File: src/rtl/serial_sub_pkg.sv
// Shared definitions for the bit-serial subtractor: FSM encoding and counter sizing.
// Imported by the subtractor top and available to other datapath blocks.
package serial_sub_pkg;

  typedef enum logic [1:0] {
    S_IDLE  = 2'd0,
    S_SHIFT = 2'd1,
    S_DONE  = 2'd2
  } state_t;

  localparam int WIDTH_DEF = 8;
  localparam int CNT_W     = $clog2(WIDTH_DEF);

  // Bit-counter width for an arbitrary operand width, never narrower than one bit.
  function automatic int cnt_w(input int w);
    return (w < 2) ? 1 : $clog2(w);
  endfunction

endpackage

File: src/rtl/serial_subtractor_if.sv
// Operand/result handshake bundle for serial_subtractor.
// The master issues start with A/B; the slave reports busy, done, D and Bout.
interface serial_subtractor_if #(
  parameter int WIDTH = 8
);

  logic             start;
  logic [WIDTH-1:0] A;
  logic [WIDTH-1:0] B;
  logic             busy;
  logic             done;
  logic [WIDTH-1:0] D;
  logic             Bout;

  modport master (
    output start, A, B,
    input  busy, done, D, Bout
  );

  modport slave (
    input  start, A, B,
    output busy, done, D, Bout
  );

endinterface

File: src/rtl/full_subtractor.sv
// One-bit full subtractor: d = x - y - bin, with borrow out.
// Purely combinational; reusable wherever a single borrow cell is needed.
module full_subtractor (
  input  logic x,
  input  logic y,
  input  logic bin,
  output logic d,
  output logic bout
);

  assign d    = x ^ y ^ bin;
  assign bout = (~x & y) | (~(x ^ y) & bin);

endmodule

File: src/rtl/serial_subtractor.sv
// Bit-serial D = A - B, LSB first, one bit per clock through a single full-subtractor cell.
// Operands are captured on the accepting edge; D/Bout change only on the completion edge.
module serial_subtractor
  import serial_sub_pkg::*;
#(
  parameter int WIDTH = 8
) (
  input  logic                clk,
  input  logic                rst_n,
  serial_subtractor_if.slave  bus
);

  localparam int CW = cnt_w(WIDTH);

  state_t           state;
  state_t           state_nxt;
  logic             accept;
  logic             shift_en;
  logic             last_bit;

  logic [WIDTH-1:0] a_sr;
  logic [WIDTH-1:0] b_sr;
  logic [WIDTH-1:0] r_sr;
  logic             borrow;
  logic [CW-1:0]    cnt;
  logic [WIDTH-1:0] d_q;
  logic             bout_q;

  logic             d_bit;
  logic             borrow_nxt;

  full_subtractor u_cell (
    .x    (a_sr[0]),
    .y    (b_sr[0]),
    .bin  (borrow),
    .d    (d_bit),
    .bout (borrow_nxt)
  );

  always_ff @(posedge clk or negedge rst_n) begin
    if (!rst_n) begin
      state <= S_IDLE;
    end else begin
      state <= state_nxt;
    end
  end

  // The edge leaving DONE also serves as the earliest accept edge, so a held
  // start yields one operation every WIDTH+1 cycles.
  always_comb begin
    state_nxt = state;
    accept    = 1'b0;
    shift_en  = 1'b0;
    last_bit  = 1'b0;
    case (state)
      S_IDLE: begin
        if (bus.start) begin
          accept    = 1'b1;
          state_nxt = S_SHIFT;
        end
      end
      S_SHIFT: begin
        shift_en = 1'b1;
        if (cnt == CW'(WIDTH - 1)) begin
          last_bit  = 1'b1;
          state_nxt = S_DONE;
        end
      end
      S_DONE: begin
        if (bus.start) begin
          accept    = 1'b1;
          state_nxt = S_SHIFT;
        end else begin
          state_nxt = S_IDLE;
        end
      end
      default: state_nxt = S_IDLE;
    endcase
  end

  always_ff @(posedge clk or negedge rst_n) begin
    if (!rst_n) begin
      a_sr   <= '0;
      b_sr   <= '0;
      r_sr   <= '0;
      borrow <= 1'b0;
      cnt    <= '0;
      d_q    <= '0;
      bout_q <= 1'b0;
    end else if (accept) begin
      a_sr   <= bus.A;
      b_sr   <= bus.B;
      r_sr   <= '0;
      borrow <= 1'b0;
      cnt    <= '0;
    end else if (shift_en) begin
      a_sr   <= a_sr >> 1;
      b_sr   <= b_sr >> 1;
      r_sr   <= {d_bit, r_sr[WIDTH-1:1]};
      borrow <= borrow_nxt;
      cnt    <= cnt + CW'(1);
      if (last_bit) begin
        d_q    <= {d_bit, r_sr[WIDTH-1:1]};
        bout_q <= borrow_nxt;
      end
    end
  end

  assign bus.busy = (state == S_SHIFT);
  assign bus.done = (state == S_DONE);
  assign bus.D    = d_q;
  assign bus.Bout = bout_q;

endmodule

File: src/flat_wrapper.sv
// flat-port wrapper written by rule: the top's interface ports become plain ports
module serial_subtractor_flat import serial_sub_pkg::*;
#(
  parameter int WIDTH = 8
)
  (clk, rst_n, bus_start, bus_A, bus_B, bus_busy, bus_done, bus_D, bus_Bout);
  serial_subtractor_if #(.WIDTH(WIDTH)) bus_i ();
  input  logic clk;
  input  logic rst_n;
  input wire logic [$bits(bus_i.start)-1:0] bus_start;
  input wire logic [$bits(bus_i.A)-1:0] bus_A;
  input wire logic [$bits(bus_i.B)-1:0] bus_B;
  output wire logic [$bits(bus_i.busy)-1:0] bus_busy;
  output wire logic [$bits(bus_i.done)-1:0] bus_done;
  output wire logic [$bits(bus_i.D)-1:0] bus_D;
  output wire logic [$bits(bus_i.Bout)-1:0] bus_Bout;
  assign bus_i.start = bus_start;
  assign bus_i.A = bus_A;
  assign bus_i.B = bus_B;
  assign bus_busy = bus_i.busy;
  assign bus_done = bus_i.done;
  assign bus_D = bus_i.D;
  assign bus_Bout = bus_i.Bout;
  serial_subtractor #(.WIDTH(WIDTH)) u_core (.clk(clk), .rst_n(rst_n), .bus(bus_i));
endmodule
File: config.mk
export PLATFORM = sky130hd
export DESIGN_NAME = serial_subtractor_flat
export DESIGN_NICKNAME = d
export VERILOG_FILES = /design/src/rtl/serial_sub_pkg.sv /design/src/rtl/serial_subtractor_if.sv /design/src/rtl/full_subtractor.sv /design/src/rtl/serial_subtractor.sv /design/src/flat_wrapper.sv
export SDC_FILE = /design/constraint.sdc
export NUM_CORES = 1
export LEC_CHECK = 0
export BUFFER_PORTS_ARGS = -buffer_cell sky130_fd_sc_hd__buf_2
export CAP_MARGIN = 5
export CORE_ASPECT_RATIO = 0.5
export CORE_MARGIN = 1.5
export CORE_UTILIZATION = 45
export DETAILED_ROUTE_END_ITERATION = 16
export PLACE_DENSITY_LB_ADDON = 0.08
export SYNTH_ARGS = -nofsm -noshare
export SYNTH_HDL_FRONTEND = slang
export SYNTH_SLANG_ARGS = --single-unit
File: constraint.sdc
create_clock -name clk -period 2.3 [get_ports clk]
set_input_delay 0.23 -clock clk [delete_from_list [all_inputs] [get_ports clk]]
set_output_delay 0.23 -clock clk [all_outputs]
set_load 0.005 [all_outputs]
==> reports/qor.yml <==
power_and_ir_drop:
  ir_drop_mv: 0.4972
  share_clk_of_total_power_pct: 17.3
  seq_power_share_pct: 45.0
  leakage_nw: 0.9744
  combinational_share_of_power_pct: 37.7
  power_switching_share_pct: 33.58
  p_total_w: 0.002679
  net-switching-power_w: 0.0008995
  power_density_mw_per_mm2: 1320
  cell_internal_pwr_w: 0.001779
clock_tree:
  clock_tree.root_cell: "sky130_fd_sc_hd__clkbuf_8"
  htreeDepth: 2
  cts-root-to-sink-buffers: 2
  ctsHoldBuffers: 0
  cts.clk_slew.worst_paths_ns: 0.07
  postCtsResizedCells: 0
  clk-insertion-delay-late_ns: 0.28
  count_of_buffers_added_by_post_cts_timing_repair_for_setup: 0
  cts_tree: "done"
  cts_inserted_buffers: 5
  numClockSinks: 38
setup_path:
  critical-path-slowest-cell: "sky130_fd_sc_hd__dfrtp_1"
  category_of_the_critical_setup_timing_path: "reg2out"
  path_buf_inv: 2
  timing.critical_path.fanout_max: 16
  worst_ep_arrival_time_ns: 1.64
  setup.worst_path.end: "bus_busy"
  setup.worst_path.start_class: "flop"
  critical-path-top-delay-family: "flip-flops"
  setup.worst_path.end_class: "primary output"
  timing.critical_path.from: "u_core.state[0]$_DFFE_PN0P_"
  critical_path_cell_count: 3
  worst-r2r-setup-slack_ns: 0.73
  cp.required_ns: 2.07
  r2r_startpoint: "u_core.state[0]$_DFFE_PN0P_"
  r2r_end: "u_core.b_sr[7]$_DFFE_PN0P_"
  r2r_cells: 4
  cp_slowest_stage_delay_ns: 0.71
  timing.critical_path.cells: "nand2b_4 > inv_2 > buf_2"
outcome:
  outcome: "finished clean"
synthesis:
  synthesis.yosys.warnings: 0
  post_synth.cell_area_avg_sq_um: 12.47
  synth_nets: 167
  ys_top_cells_by_area: "sky130_fd_sc_hd__dfrtp_1 53%, sky130_fd_sc_hd__mux2_2 6.2%, sky130_fd_sc_hd__mux2_4 5.8%, sky130_fd_sc_hd__a22o_1 5.8%, sky130_fd_sc_hd__o22ai_1 3.8%"
  synth_seq_area_share_pct: 52.60
  synthCells: 145
  yosysTopAreaCell: "sky130_fd_sc_hd__dfrtp_1"
  syn-cell-area_sq_mm: 0.001808
  synth.cells.most_frequent: "38 x sky130_fd_sc_hd__dfrtp_1, 12 x sky130_fd_sc_hd__a22o_1, 12 x sky130_fd_sc_hd__nor2_1, 11 x sky130_fd_sc_hd__o22ai_1, 10 x sky130_fd_sc_hd__mux2_2"
  number_of_register_bits_inferred_by_synthesis: 38
  ys.flop_type: "sky130_fd_sc_hd__dfrtp_1"
  synth_cell_types: 30
  async_flop_share_pct: 100.0
  synth-edff-count: 0
  post-synth-top-area-fraction_pct: 52.60
  synth.most_common_cell: "sky130_fd_sc_hd__dfrtp_1"
sta:
  drv_slew: 0
  setup_slack_ns: 0.4259
  final_min_period_over_clock_period_pct: 81.48
  tightest_slew_ns: 0.8491
  hold-worst-slack_ns: 0.05210
  setup-violations-final: 0
  finalHoldViolations: 0
  slew-limit-headroom_pct: 43.39
  final.setup_skew_ns: 0.003563
  final.min_clock_period_ns: 1.874
  grt_setup_unrepaired: "false"
  setup_tns_ns: 0
  max_clock_freq_mhz: 533.6
global_routing:
  grt_antenna_before_repair: 0
  grt_pass1_wl_microns: 4843
  maximum_number_of_pins_on_one_net_before_global_route_repair: 39
  grtUsageTotal_pct: 14.84
  overflow: 0
  grt_pass1_vias: 1018
floorplanning:
  fp-row-count: 16
  initial_utilization_pct: 46.55
  design.core.area_sq_mm: 0.003884
  dieArea_sq_mm: 0.004430
  dieWidth_microns: 92.64
  top_level_ports: 30
  die_height_microns: 47.82
drt:
  drtPass1Iterations: 4
  detail_route.wl_per_cell_microns: 13.51
  postRouteWirelength_microns: 3066
  routed-via-count: 1133
  number_of_vias_per_cell_after_detailed_routing: 4.991
  initialDrtViolationCount: 28
  route.detailed.drc: 0
  antenna_left: 0
place:
  placement.setup.worst_slack_ns: 0.7120
  io_buffer_count: 29
  routabilityCongestion: 0.6659
  place_inst: 219
  detailedPlacementHpwl_microns: 2042
run:
  drv_cap: 0
finish:
  design.final.nets: 194
  nFillCells: 368
  layout.cells.non_filler: 227
  flow.area_growth_from_synthesis_pct: 12.25
  n_antenna_cell: 0
  drive_gt1_share_pct: 36.99
worst_hold_path:
  min_path_type: "in2async"
[worst min-delay path by stage]
stage / cells after the start / slack [ns] / to
2_1_floorplan: 0 / -0.07 / u_core.a_sr[0]$_DFFE_PN0P_
3_3_place_gp: 1 / 0.38 / u_core.bus.D[5]$_DFFE_PN0P_
3_5_place_dp: 1 / 0.39 / u_core.bus.D[5]$_DFFE_PN0P_
4_1_cts: 1 / 0.08 / u_core.bus.D[3]$_DFFE_PN0P_
5_1_grt: 1 / 0.12 / u_core.bus.D[3]$_DFFE_PN0P_
6_report: 1 / 0.05 / u_core.bus.D[5]$_DFFE_PN0P_
[cells by family after synthesis]
kind of cell | share of synthesized area, %
and+or+nand+nor | 11.70
muxes | 13.70
DFF | 52.60
buffers and inverters | 6.227
AOI/OAI and AO/OA | 12.80
adders and majority gates | 2.491
xor gates and xnor gates | 0.4845
[sequential cells by signal, indices dropped and copies added, names as in the netlist]
register and flops:
u_core.a_sr 8, u_core.borrow 1, u_core.state 2, u_core.r_sr 7, u_core.b_sr 8, u_core.bus.Bout 1
u_core.bus.D 8, u_core.cnt 3
[cell usage in the layout (no fill, tap or decap), types with 2 or more instances in the layout]
| cell type | n |
|---|---|
| sky130_fd_sc_hd__a211oi_1 | 2 |
| sky130_fd_sc_hd__a21oi_1 | 2 |
| sky130_fd_sc_hd__a22o_1 | 12 |
| sky130_fd_sc_hd__buf_2 | 29 |
| sky130_fd_sc_hd__buf_4 | 2 |
| sky130_fd_sc_hd__clkbuf_8 | 6 |
| sky130_fd_sc_hd__dfrtp_1 | 38 |
| sky130_fd_sc_hd__ha_1 | 2 |
| sky130_fd_sc_hd__inv_1 | 3 |
| sky130_fd_sc_hd__mux2_2 | 10 |
| sky130_fd_sc_hd__mux2_4 | 7 |
| sky130_fd_sc_hd__mux2i_1 | 3 |
| sky130_fd_sc_hd__nand2_1 | 3 |
| sky130_fd_sc_hd__nand3_1 | 2 |
| sky130_fd_sc_hd__nor2_1 | 12 |
| sky130_fd_sc_hd__nor2b_1 | 3 |
| sky130_fd_sc_hd__nor3_1 | 8 |
| sky130_fd_sc_hd__nor3_2 | 3 |
| sky130_fd_sc_hd__o21ai_0 | 4 |
| sky130_fd_sc_hd__o22ai_1 | 11 |
[metrics by stage]
step                instance area (sq um)  util, %
floorplan                            1808        -
global placement                     1938    49.90
detailed placement                   1938    49.90
CTS                                  2029    52.26
global route                         2029    52.26
finish                               2029    52.26
[routing by layer]
metal | global-route usage, % | wire [microns] | vias to the layer above
met5 | 0 | 0 | -
met4 | 4.545 | 0 | 0
met3 | 4.762 | 130 | 0
met2 | 23.09 | 1323 | 22
met1 | 20.32 | 1612 | 536
li1 | - | - | 575
[cell type report]
class | instances | area, sq um | share of cell area (%)
clock buffers | 7 | 86.33 | 4.254
clock inverters | 1 | 5.005 | 0.2466
inverters | 4 | 15.01 | 0.7398
multi-input cells | 92 | 744.5 | 36.68
flip-flops and latches | 38 | 950.9 | 46.86
well taps | 54 | 67.56 | 3.329
repair buffers | 31 | 160.2 | 7.891
[power by group through the flow]
stage,logic (W),clock network [W],registers [W]
6_report,0.00101,0.000463,0.00121
5_1_grt,0.00114,0.000515,0.00125
4_1_cts,0.00103,0.000486,0.00121
3_5_place_dp,0.00103,0,0.00122
3_3_place_gp,0.00101,0,0.00121
2_1_floorplan,0.000892,0,0.00115
Power figures use the tool's default switching activity.
